--- config.mk ---
export PLATFORM = sky130hd
export DESIGN_NAME = id_operand_read_flat
export DESIGN_NICKNAME = d
export VERILOG_FILES = /design/src/rtl/id_operand_read_if.sv /design/src/rtl/id_operand_read.sv /design/src/flat_wrapper.sv
export SDC_FILE = /design/constraint.sdc
export NUM_CORES = 2
export LEC_CHECK = 0
export ABC_AREA = 1
export BUFFER_PORTS_ARGS = -buffer_cell sky130_fd_sc_hd__buf_4
export CORE_ASPECT_RATIO = 0.7
export CORE_MARGIN = 5
export CORE_UTILIZATION = 50
export DETAILED_ROUTE_END_ITERATION = 10
export PLACE_DENSITY_LB_ADDON = 0.3
export SYNTH_ARGS = -nofsm -noshare
export SYNTH_HDL_FRONTEND = slang
export SYNTH_SLANG_ARGS = --single-unit
--- constraint.sdc ---
create_clock -name clk -period 100.5 [get_ports clk]
set_input_delay 0 -clock clk [delete_from_list [all_inputs] [get_ports clk]]
set_output_delay 0 -clock clk [all_outputs]
set_load 0.03 [all_outputs]
--- src/rtl/id_operand_read_if.sv ---
// Bus between decode and the operand-read stage: writeback port, decode bundle,
// EX/MEM forwarding taps and the registered ID/EX bundle.
interface id_operand_read_if;
    logic        rf_we;
    logic [4:0]  rf_waddr;
    logic [31:0] rf_wdata;

    logic        id_valid;
    logic [31:0] id_pc;
    logic [4:0]  id_raddr1;
    logic [4:0]  id_raddr2;
    logic        id_ren1;
    logic        id_ren2;
    logic        id_we;
    logic [4:0]  id_waddr;
    logic        id_is_load;

    logic        ex_fwd_we;
    logic        ex_fwd_is_load;
    logic [4:0]  ex_fwd_waddr;
    logic [31:0] ex_fwd_wdata;
    logic        mem_fwd_we;
    logic [4:0]  mem_fwd_waddr;
    logic [31:0] mem_fwd_wdata;

    logic        es_allowin;
    logic        id_ready;
    logic        es_valid;
    logic [31:0] es_pc;
    logic [31:0] es_src1;
    logic [31:0] es_src2;
    logic        es_we;
    logic [4:0]  es_waddr;
    logic        es_is_load;

    modport master (
        output rf_we, rf_waddr, rf_wdata,
        output id_valid, id_pc, id_raddr1, id_raddr2, id_ren1, id_ren2,
        output id_we, id_waddr, id_is_load,
        output ex_fwd_we, ex_fwd_is_load, ex_fwd_waddr, ex_fwd_wdata,
        output mem_fwd_we, mem_fwd_waddr, mem_fwd_wdata,
        output es_allowin,
        input  id_ready, es_valid, es_pc, es_src1, es_src2, es_we, es_waddr, es_is_load
    );

    modport slave (
        input  rf_we, rf_waddr, rf_wdata,
        input  id_valid, id_pc, id_raddr1, id_raddr2, id_ren1, id_ren2,
        input  id_we, id_waddr, id_is_load,
        input  ex_fwd_we, ex_fwd_is_load, ex_fwd_waddr, ex_fwd_wdata,
        input  mem_fwd_we, mem_fwd_waddr, mem_fwd_wdata,
        input  es_allowin,
        output id_ready, es_valid, es_pc, es_src1, es_src2, es_we, es_waddr, es_is_load
    );
endinterface

--- src/rtl/id_operand_read.sv ---
// Decode operand read: 32x32 register file, EX/MEM/WB forwarding, load-use stall
// and the registered ID/EX bundle behind a valid/allowin handshake.
module id_operand_read (
    input  logic              clk,
    input  logic              rst,
    id_operand_read_if.slave  bus
);
    localparam logic [31:0] RESET_PC_BUBBLE = 32'h1bfffffc;

    logic [31:0] rf_reg [32];

    logic [4:0]  raddr     [2];
    logic        ren       [2];
    logic [31:0] src_val   [2];
    logic        load_hit  [2];

    logic        id_live;
    logic        stall;

    logic        es_valid_reg;
    logic [31:0] es_pc_reg;
    logic [31:0] es_src1_reg;
    logic [31:0] es_src2_reg;
    logic        es_we_reg;
    logic [4:0]  es_waddr_reg;
    logic        es_is_load_reg;

    always_ff @(posedge clk or posedge rst) begin
        if (rst) begin
            for (int i = 0; i < 32; i++) rf_reg[i] <= 32'd0;
        end else if (bus.rf_we && bus.rf_waddr != 5'd0) begin
            rf_reg[bus.rf_waddr] <= bus.rf_wdata;
        end
    end

    assign raddr[0] = bus.id_raddr1;
    assign raddr[1] = bus.id_raddr2;
    assign ren[0]   = bus.id_ren1;
    assign ren[1]   = bus.id_ren2;

    generate
        for (genvar gi = 0; gi < 2; gi++) begin : g_src
            logic [31:0] val;
            logic        hit;
            // A load sitting in EX has no data yet, so its match stops the search here.
            always_comb begin
                val = 32'd0;
                hit = 1'b0;
                if (ren[gi] && raddr[gi] != 5'd0) begin
                    if (bus.ex_fwd_we && bus.ex_fwd_waddr == raddr[gi]) begin
                        val = bus.ex_fwd_wdata;
                        hit = bus.ex_fwd_is_load;
                    end else if (bus.mem_fwd_we && bus.mem_fwd_waddr == raddr[gi]) begin
                        val = bus.mem_fwd_wdata;
                    end else if (bus.rf_we && bus.rf_waddr == raddr[gi]) begin
                        val = bus.rf_wdata;
                    end else begin
                        val = rf_reg[raddr[gi]];
                    end
                end
            end
            assign src_val[gi]  = val;
            assign load_hit[gi] = hit;
        end
    endgenerate

    // The fetch bubble left behind by reset carries this PC and must not issue.
    assign id_live = bus.id_valid && (bus.id_pc != RESET_PC_BUBBLE);
    assign stall   = id_live && (load_hit[0] || load_hit[1]);
    assign bus.id_ready = bus.es_allowin && !stall;

    always_ff @(posedge clk or posedge rst) begin
        if (rst) begin
            es_valid_reg   <= 1'b0;
            es_pc_reg      <= 32'd0;
            es_src1_reg    <= 32'd0;
            es_src2_reg    <= 32'd0;
            es_we_reg      <= 1'b0;
            es_waddr_reg   <= 5'd0;
            es_is_load_reg <= 1'b0;
        end else if (bus.es_allowin) begin
            if (stall) begin
                es_valid_reg   <= 1'b0;
                es_pc_reg      <= 32'd0;
                es_src1_reg    <= 32'd0;
                es_src2_reg    <= 32'd0;
                es_we_reg      <= 1'b0;
                es_waddr_reg   <= 5'd0;
                es_is_load_reg <= 1'b0;
            end else begin
                es_valid_reg   <= id_live;
                es_pc_reg      <= bus.id_pc;
                es_src1_reg    <= src_val[0];
                es_src2_reg    <= src_val[1];
                es_we_reg      <= bus.id_we && id_live;
                es_waddr_reg   <= bus.id_waddr;
                es_is_load_reg <= bus.id_is_load;
            end
        end
    end

    assign bus.es_valid   = es_valid_reg;
    assign bus.es_pc      = es_pc_reg;
    assign bus.es_src1    = es_src1_reg;
    assign bus.es_src2    = es_src2_reg;
    assign bus.es_we      = es_we_reg;
    assign bus.es_waddr   = es_waddr_reg;
    assign bus.es_is_load = es_is_load_reg;
endmodule

--- src/flat_wrapper.sv ---
// flat-port wrapper written by rule: the top's interface ports become plain ports
module id_operand_read_flat 
  (clk, rst, bus_rf_we, bus_rf_waddr, bus_rf_wdata, bus_id_valid, bus_id_pc, bus_id_raddr1, bus_id_raddr2, bus_id_ren1, bus_id_ren2, bus_id_we, bus_id_waddr, bus_id_is_load, bus_ex_fwd_we, bus_ex_fwd_is_load, bus_ex_fwd_waddr, bus_ex_fwd_wdata, bus_mem_fwd_we, bus_mem_fwd_waddr, bus_mem_fwd_wdata, bus_es_allowin, bus_id_ready, bus_es_valid, bus_es_pc, bus_es_src1, bus_es_src2, bus_es_we, bus_es_waddr, bus_es_is_load);
  id_operand_read_if bus_i ();
  input  logic clk;
  input  logic rst;
  input wire logic [$bits(bus_i.rf_we)-1:0] bus_rf_we;
  input wire logic [$bits(bus_i.rf_waddr)-1:0] bus_rf_waddr;
  input wire logic [$bits(bus_i.rf_wdata)-1:0] bus_rf_wdata;
  input wire logic [$bits(bus_i.id_valid)-1:0] bus_id_valid;
  input wire logic [$bits(bus_i.id_pc)-1:0] bus_id_pc;
  input wire logic [$bits(bus_i.id_raddr1)-1:0] bus_id_raddr1;
  input wire logic [$bits(bus_i.id_raddr2)-1:0] bus_id_raddr2;
  input wire logic [$bits(bus_i.id_ren1)-1:0] bus_id_ren1;
  input wire logic [$bits(bus_i.id_ren2)-1:0] bus_id_ren2;
  input wire logic [$bits(bus_i.id_we)-1:0] bus_id_we;
  input wire logic [$bits(bus_i.id_waddr)-1:0] bus_id_waddr;
  input wire logic [$bits(bus_i.id_is_load)-1:0] bus_id_is_load;
  input wire logic [$bits(bus_i.ex_fwd_we)-1:0] bus_ex_fwd_we;
  input wire logic [$bits(bus_i.ex_fwd_is_load)-1:0] bus_ex_fwd_is_load;
  input wire logic [$bits(bus_i.ex_fwd_waddr)-1:0] bus_ex_fwd_waddr;
  input wire logic [$bits(bus_i.ex_fwd_wdata)-1:0] bus_ex_fwd_wdata;
  input wire logic [$bits(bus_i.mem_fwd_we)-1:0] bus_mem_fwd_we;
  input wire logic [$bits(bus_i.mem_fwd_waddr)-1:0] bus_mem_fwd_waddr;
  input wire logic [$bits(bus_i.mem_fwd_wdata)-1:0] bus_mem_fwd_wdata;
  input wire logic [$bits(bus_i.es_allowin)-1:0] bus_es_allowin;
  output wire logic [$bits(bus_i.id_ready)-1:0] bus_id_ready;
  output wire logic [$bits(bus_i.es_valid)-1:0] bus_es_valid;
  output wire logic [$bits(bus_i.es_pc)-1:0] bus_es_pc;
  output wire logic [$bits(bus_i.es_src1)-1:0] bus_es_src1;
  output wire logic [$bits(bus_i.es_src2)-1:0] bus_es_src2;
  output wire logic [$bits(bus_i.es_we)-1:0] bus_es_we;
  output wire logic [$bits(bus_i.es_waddr)-1:0] bus_es_waddr;
  output wire logic [$bits(bus_i.es_is_load)-1:0] bus_es_is_load;
  assign bus_i.rf_we = bus_rf_we;
  assign bus_i.rf_waddr = bus_rf_waddr;
  assign bus_i.rf_wdata = bus_rf_wdata;
  assign bus_i.id_valid = bus_id_valid;
  assign bus_i.id_pc = bus_id_pc;
  assign bus_i.id_raddr1 = bus_id_raddr1;
  assign bus_i.id_raddr2 = bus_id_raddr2;
  assign bus_i.id_ren1 = bus_id_ren1;
  assign bus_i.id_ren2 = bus_id_ren2;
  assign bus_i.id_we = bus_id_we;
  assign bus_i.id_waddr = bus_id_waddr;
  assign bus_i.id_is_load = bus_id_is_load;
  assign bus_i.ex_fwd_we = bus_ex_fwd_we;
  assign bus_i.ex_fwd_is_load = bus_ex_fwd_is_load;
  assign bus_i.ex_fwd_waddr = bus_ex_fwd_waddr;
  assign bus_i.ex_fwd_wdata = bus_ex_fwd_wdata;
  assign bus_i.mem_fwd_we = bus_mem_fwd_we;
  assign bus_i.mem_fwd_waddr = bus_mem_fwd_waddr;
  assign bus_i.mem_fwd_wdata = bus_mem_fwd_wdata;
  assign bus_i.es_allowin = bus_es_allowin;
  assign bus_id_ready = bus_i.id_ready;
  assign bus_es_valid = bus_i.es_valid;
  assign bus_es_pc = bus_i.es_pc;
  assign bus_es_src1 = bus_i.es_src1;
  assign bus_es_src2 = bus_i.es_src2;
  assign bus_es_we = bus_i.es_we;
  assign bus_es_waddr = bus_i.es_waddr;
  assign bus_es_is_load = bus_i.es_is_load;
  id_operand_read u_core (.clk(clk), .rst(rst), .bus(bus_i));
endmodule
# Word level (Yosys, flattened, before mapping)
# Cells that the tools add are included.
# Widths: inputs -> output; s select.
# totals
output_inout_bits,105
elab_cells,100
regBits,1128
in_bits,170
# op_classes
n_reduce_logical,19
order_cmp,4
bitwise_logic,3
mux,28
eq_ne,7
# op_table
cell,count
$bwmux 1024,1
$mux 32,16
$bmux 32 s5,2
$demux 32 s5,1
$ne 32x29->1 const B,1
$eq 5x5->1,6
$ge 6x6->1 const B,3
$not 5->6,3
$reduce_bool 5->1,3
$logic_and 1x1->1,14
$mux 1,7
$lt 6x1->1 const B,1
$mux 5,1
$logic_not 1->1,1
$logic_or 1x1->1,1

# Depth between registers and ports, before layout
# depth
ltp_word,9
depth_mapped,16
depth_no_buf,13

# Least setup slack after synthesis
# OpenSTA, ideal clock, no wires.
# synth_path
path_type,in2reg
start,input bus_id_raddr1[3]
end,"register u_core.es_pc_reg[0], in the netlist u_core.bus.es_pc[0]"
cell_stages,13
slack_ns,98.971
setup_ns,0.117
required_ns,100.383
path_buffers,3
arrival_time_ns,1.412
path_cell_list,buf_2 > inv_2 > buf_2 > o21ai_0 > nor3_1 > nand3_1 > nand2_1 > nand3_1 > nand2_2 > inv_1 > buf_2 > nand2_1 > nand2_1
# synth_between
elab_chain_len,7
elab_cells_between_ends,9
classes_between,1 x eq/ne; 3 x mux; 5 x reduce/logical
# synth_rtl
item,line,text
from (decl),flat_wrapper.sv:12,input wire logic [$bits(bus_i.id_raddr1)-1:0] bus_id_raddr1;
$eq 5x5->1,id_operand_read.sv:50,if (bus.ex_fwd_we && bus.ex_fwd_waddr == raddr[gi]) begin
$logic_and 1x1->1,id_operand_read.sv:50,
$mux 1,id_operand_read.sv:50,
$mux 1 *,id_operand_read.sv:49,if (ren[gi] && raddr[gi] != 5'd0) begin
$logic_or 1x1->1 *,id_operand_read.sv:69,assign stall = id_live && (load_hit[0] || load_hit[1]);
$logic_and 1x1->1 *,id_operand_read.sv:69,
$mux 32 *,id_operand_read.sv:82,if (stall) begin
to (signal assigned),id_operand_read.sv:92,es_pc_reg <= bus.id_pc;
to (decl),id_operand_read.sv:21,logic [31:0] es_pc_reg;
# Mark *: on every way between the ends. The rest lies on a longest branch, timed or not.
# A chain may end at the register's enable or synchronous reset.

# Final worst setup path
# layout_path
start,input bus_id_raddr2[0]
end,"register u_core.es_src2_reg[2], in the netlist u_core.bus.es_src2[2]"
# layout_between
elab_chain_len,9
elab_cells_between_ends,21
classes_between,3 x eq/ne; 10 x mux; 1 x bitwise; 7 x reduce/logical
# layout_rtl
item,line,text
from (decl),flat_wrapper.sv:13,input wire logic [$bits(bus_i.id_raddr2)-1:0] bus_id_raddr2;
$not 5->6 (not written as such),id_operand_read.sv:58,val = rf_reg[raddr[gi]];
$bmux 32 s5,id_operand_read.sv:58,
$mux 32 (not written as such) (2 in a row),id_operand_read.sv:58,
$mux 32,id_operand_read.sv:55,end else if (bus.rf_we && bus.rf_waddr == raddr[gi]) begin
$mux 32,id_operand_read.sv:53,end else if (bus.mem_fwd_we && bus.mem_fwd_waddr == raddr[gi]) begin
$mux 32,id_operand_read.sv:50,
$mux 32,id_operand_read.sv:49,
$mux 32 *,id_operand_read.sv:82,
to (signal assigned),id_operand_read.sv:94,es_src2_reg <= src_val[1];
to (decl),id_operand_read.sv:23,logic [31:0] es_src2_reg;
# Mark *: on every way between the ends. The rest lies on a longest branch, timed or not. The select of a mux whose other input is x is not followed.

==> results.toml <==
[status]
status = "complete, no violations"

[finish]
drive_gt1_share_pct = 6.53
area_growth_syn_to_layout_pct = 13.4
nets = 9323
largest_reg_flops = 1024

[critical_path]
critPathLaunch = "bus_id_raddr2[0]"
crit_fanout = 98
cp_data_arrival_time_ns = 6.16
reg2reg_from = "u_core.rf_reg[514]"
worstPathRequired_ns = 101.18
critPathKind = "primary input to flip-flop"
crit_path_end_kind = "flip-flop"
critPathLaunchType = "primary input"

[power_and_ir_drop]
p_leak_uw = 0.0342
power_frac_clock_pct = 33.1
switching_power_uw = 437
total_power_uw = 1320
swShare_pct = 33.2
seqPwrFrac_pct = 45.7
p_per_area_nw_per_um2 = 18.6
combPwrFrac_pct = 21.2
ir_drop_uv = 15.4
p_int_uw = 882

[cts]
cts_max_level = 3
cts_tree = "done"
cts.sinks = 1128
hold_buffers = 281
cts-root-buf = "clkbuf_16"
cts_setup_buffers = 0
cts_buffer_depth = 3
clkTransAtPathRegs_ns = 0.07
post_cts_resized = 0
numCtsBuffers = 109
clkLatencyLatePin_ns = 0.77

[hold_path]
hp-start = "bus_rf_wdata[7]"
hold_path_class = "primary input to flip-flop"

[timing]
clock.fmax_mhz = 183
hold_violations = 0
relSlewSlack_pct = 11.9
clock-skew-final_ns = 0.0266
setup_tns_ns = 0
period_share_pct = 5.45
worst_slew_pin_slew_ns = 1.32
rsz0062_at_grt = "false"
period_needed_ns = 5.48
maxSlewViolCount = 0
finalSetupViolCount = 0

[die]
ios = 275
core-area_um2 = 124000
die_x_um = 433
rows = 108
die_area_um2 = 132000
dieHeight_um = 306
start_util_pct = 50.4

[grt]
antenna_found_initial = 6
grt_pass1_wl_mm = 386
grt_pass1_vias = 64700
grt_overflow = 0
grt_use_total_pct = 37.3
grt_max_degree = 205

[route]
post_drt_wl_per_cell_um = 23.3
detail_route.wirelength_mm = 254
ant_nets = 0
route.met3.wl_mm = 34.6
drc = 0
route.met2.wl_mm = 107
dr.pass1.iters = 9
vias = 67900
drtIter0Drc = 11600
dr.max_layer_used = "met5"
wl_met1_mm = 93.9
vias_per_cell = 6.23

[placed_design]
globalplace.congestion = 0.884
dp.final_hpwl_mm = 133
port_buffers = 274

[synthesis]
syn_inst = 9202
synth_nets = 9372
synth_area_um2 = 62600
ys_warn_count = 0
ys_seq_area_share_pct = 45.1
postSynthAreaPerCell_um2 = 6.80
synth_cell_types = 29
ys_seq_elements = 1128

[run]
maxCapViolCount = 0
[kinds of logic (layout without fill, tap and decap cells)]
logic type      count (synthesis)  after routing  synth area share [%]
compound gates               1182           1182                  9.48
xor+xnor                        4              4                0.0560
buf+inv                       920            958                  5.95
flops                        1128           1128                  45.1
other cells                     0              8                     0
simple gates                 5968           5968                  39.4
[worst paths after layout]
kind	depth (start not counted)	end	slack, ns
min	4	u_core.rf_reg[551]	0.05
max reg2reg	15	u_core.bus.es_src2[2]	97.12
min in group asynchronous	4	u_core.rf_reg[225]	0.59
min reg2reg	0	u_core.rf_reg[1004]	0.40
max in group asynchronous	7	u_core.rf_reg[909]	96.78
max	19	u_core.bus.es_src2[2]	95.02
[cell usage after synthesis]
cell type     n  area share (%)
nor2_2        4           0.040
nor3_2        4           0.064
nor4_4        3            0.10
buf_2       212             1.7
and2_1        1           0.010
nor3_1       15            0.12
clkbuf_1    525             3.2
inv_1        91            0.55
nand4_2       1           0.020
dfrtp_1    1128              45
a21boi_0      1           0.012
nor4_1        1           0.010
buf_4         1           0.012
a22o_1        1           0.014
nor2_1      287             1.7
or2_2         1           0.010
clkinv_1      2           0.012
o21ai_0     869             7.0
o21ai_1      46            0.37
nand2_1    3970              24
buf_1        73            0.44
inv_2        16           0.096
xor2_1        4           0.056
o2111ai_1     1           0.014
nand2_2       1           0.010
a21oi_1     258             2.1
o22ai_1       6           0.060
nand4_1       6           0.060
nand3_1    1674              13
[power by group through the flow]
stage	sequential, uW	clock, uW	combinational [uW]
6_report	603	436	280
5_1_grt	612	455	314
4_1_cts	599	437	274
3_5_place_dp	605	0	263
3_3_place_gp	603	0	254
2_1_floorplan	600	0	184
[cell type report]
class	count	area (um^2)
Inverter	109	462
Antenna cell	8	20.0
Sequential cell	1128	28200
Multi-Input combinational cell	7154	30800
Tap cell	1650	2060
Clock inverter	41	557
Clock buffer	157	3100
Timing Repair Buffer	651	5700
Fill cell	11300	53100
[critical path: stages]
cell and delay, ns:
buf_8 0.51, buf_4 0.93, buf_4 0.87, buf_4 0.88
nand2_1 0.11, nand3_1 0.13, nand3_1 0.08, nand2_1 0.10
nand2_1 0.05, nand3_1 0.15, nand3_1 0.18, nand2_1 0.16
nand2_1 0.07, nand2_1 0.07, dlygate4sd3_1 0.56, nand2_1 0.05
dlygate4sd3_1 0.55, nand2_1 0.07, dlygate4sd3_1 0.55
[cell usage in the layout, fill, tap and decap left out, types with 2 or more instances in the layout]
cell	count
a21oi_1	258
buf_12	6
buf_4	358
buf_6	2
buf_8	4
bufinv_16	11
clkbuf_1	29
clkbuf_16	109
clkbuf_8	19
clkinv_2	23
clkinv_8	6
clkinvlp_4	2
dfrtp_1	1128
diode_2	8
dlygate4sd3_1	281
inv_1	86
inv_2	12
inv_6	3
inv_8	5
nand2_1	3944
nand2_2	6
nand2_4	21
nand3_1	1673
nand4_1	6
nor2_1	287
nor2_4	4
nor3_1	15
nor3_2	4
nor4_4	3
o21ai_0	869
o21ai_1	46
o22ai_1	6
xor2_1	4
[metrics by stage]
step | instances | hold slack, ns | instance area, um^2 | utilization (%) | worst slack [ns]
after CTS | 10900 | 0.0000860 | 70900 | 57.2 | 95.34
after global routing | 10900 | 0.0583 | 70900 | 57.2 | 94.82
final | 10900 | 0.0453 | 70900 | 57.2 | 95.02
after floorplan | 9202 | 0.110 | 62600 | - | 68.73
after global placement | 10400 | 0.194 | 64400 | 52.0 | 95.95
after detailed placement | 10400 | 0.199 | 64400 | 52.0 | 95.90
[routing by layer]
metal  global-route usage (%)  vias up
met2                     55.1     5300
met4                     23.5        2
met5                        0        -
met1                     48.9    31700
met3                     9.96     1176
li1                         -    29800
Power figures use the tool's default switching activity.
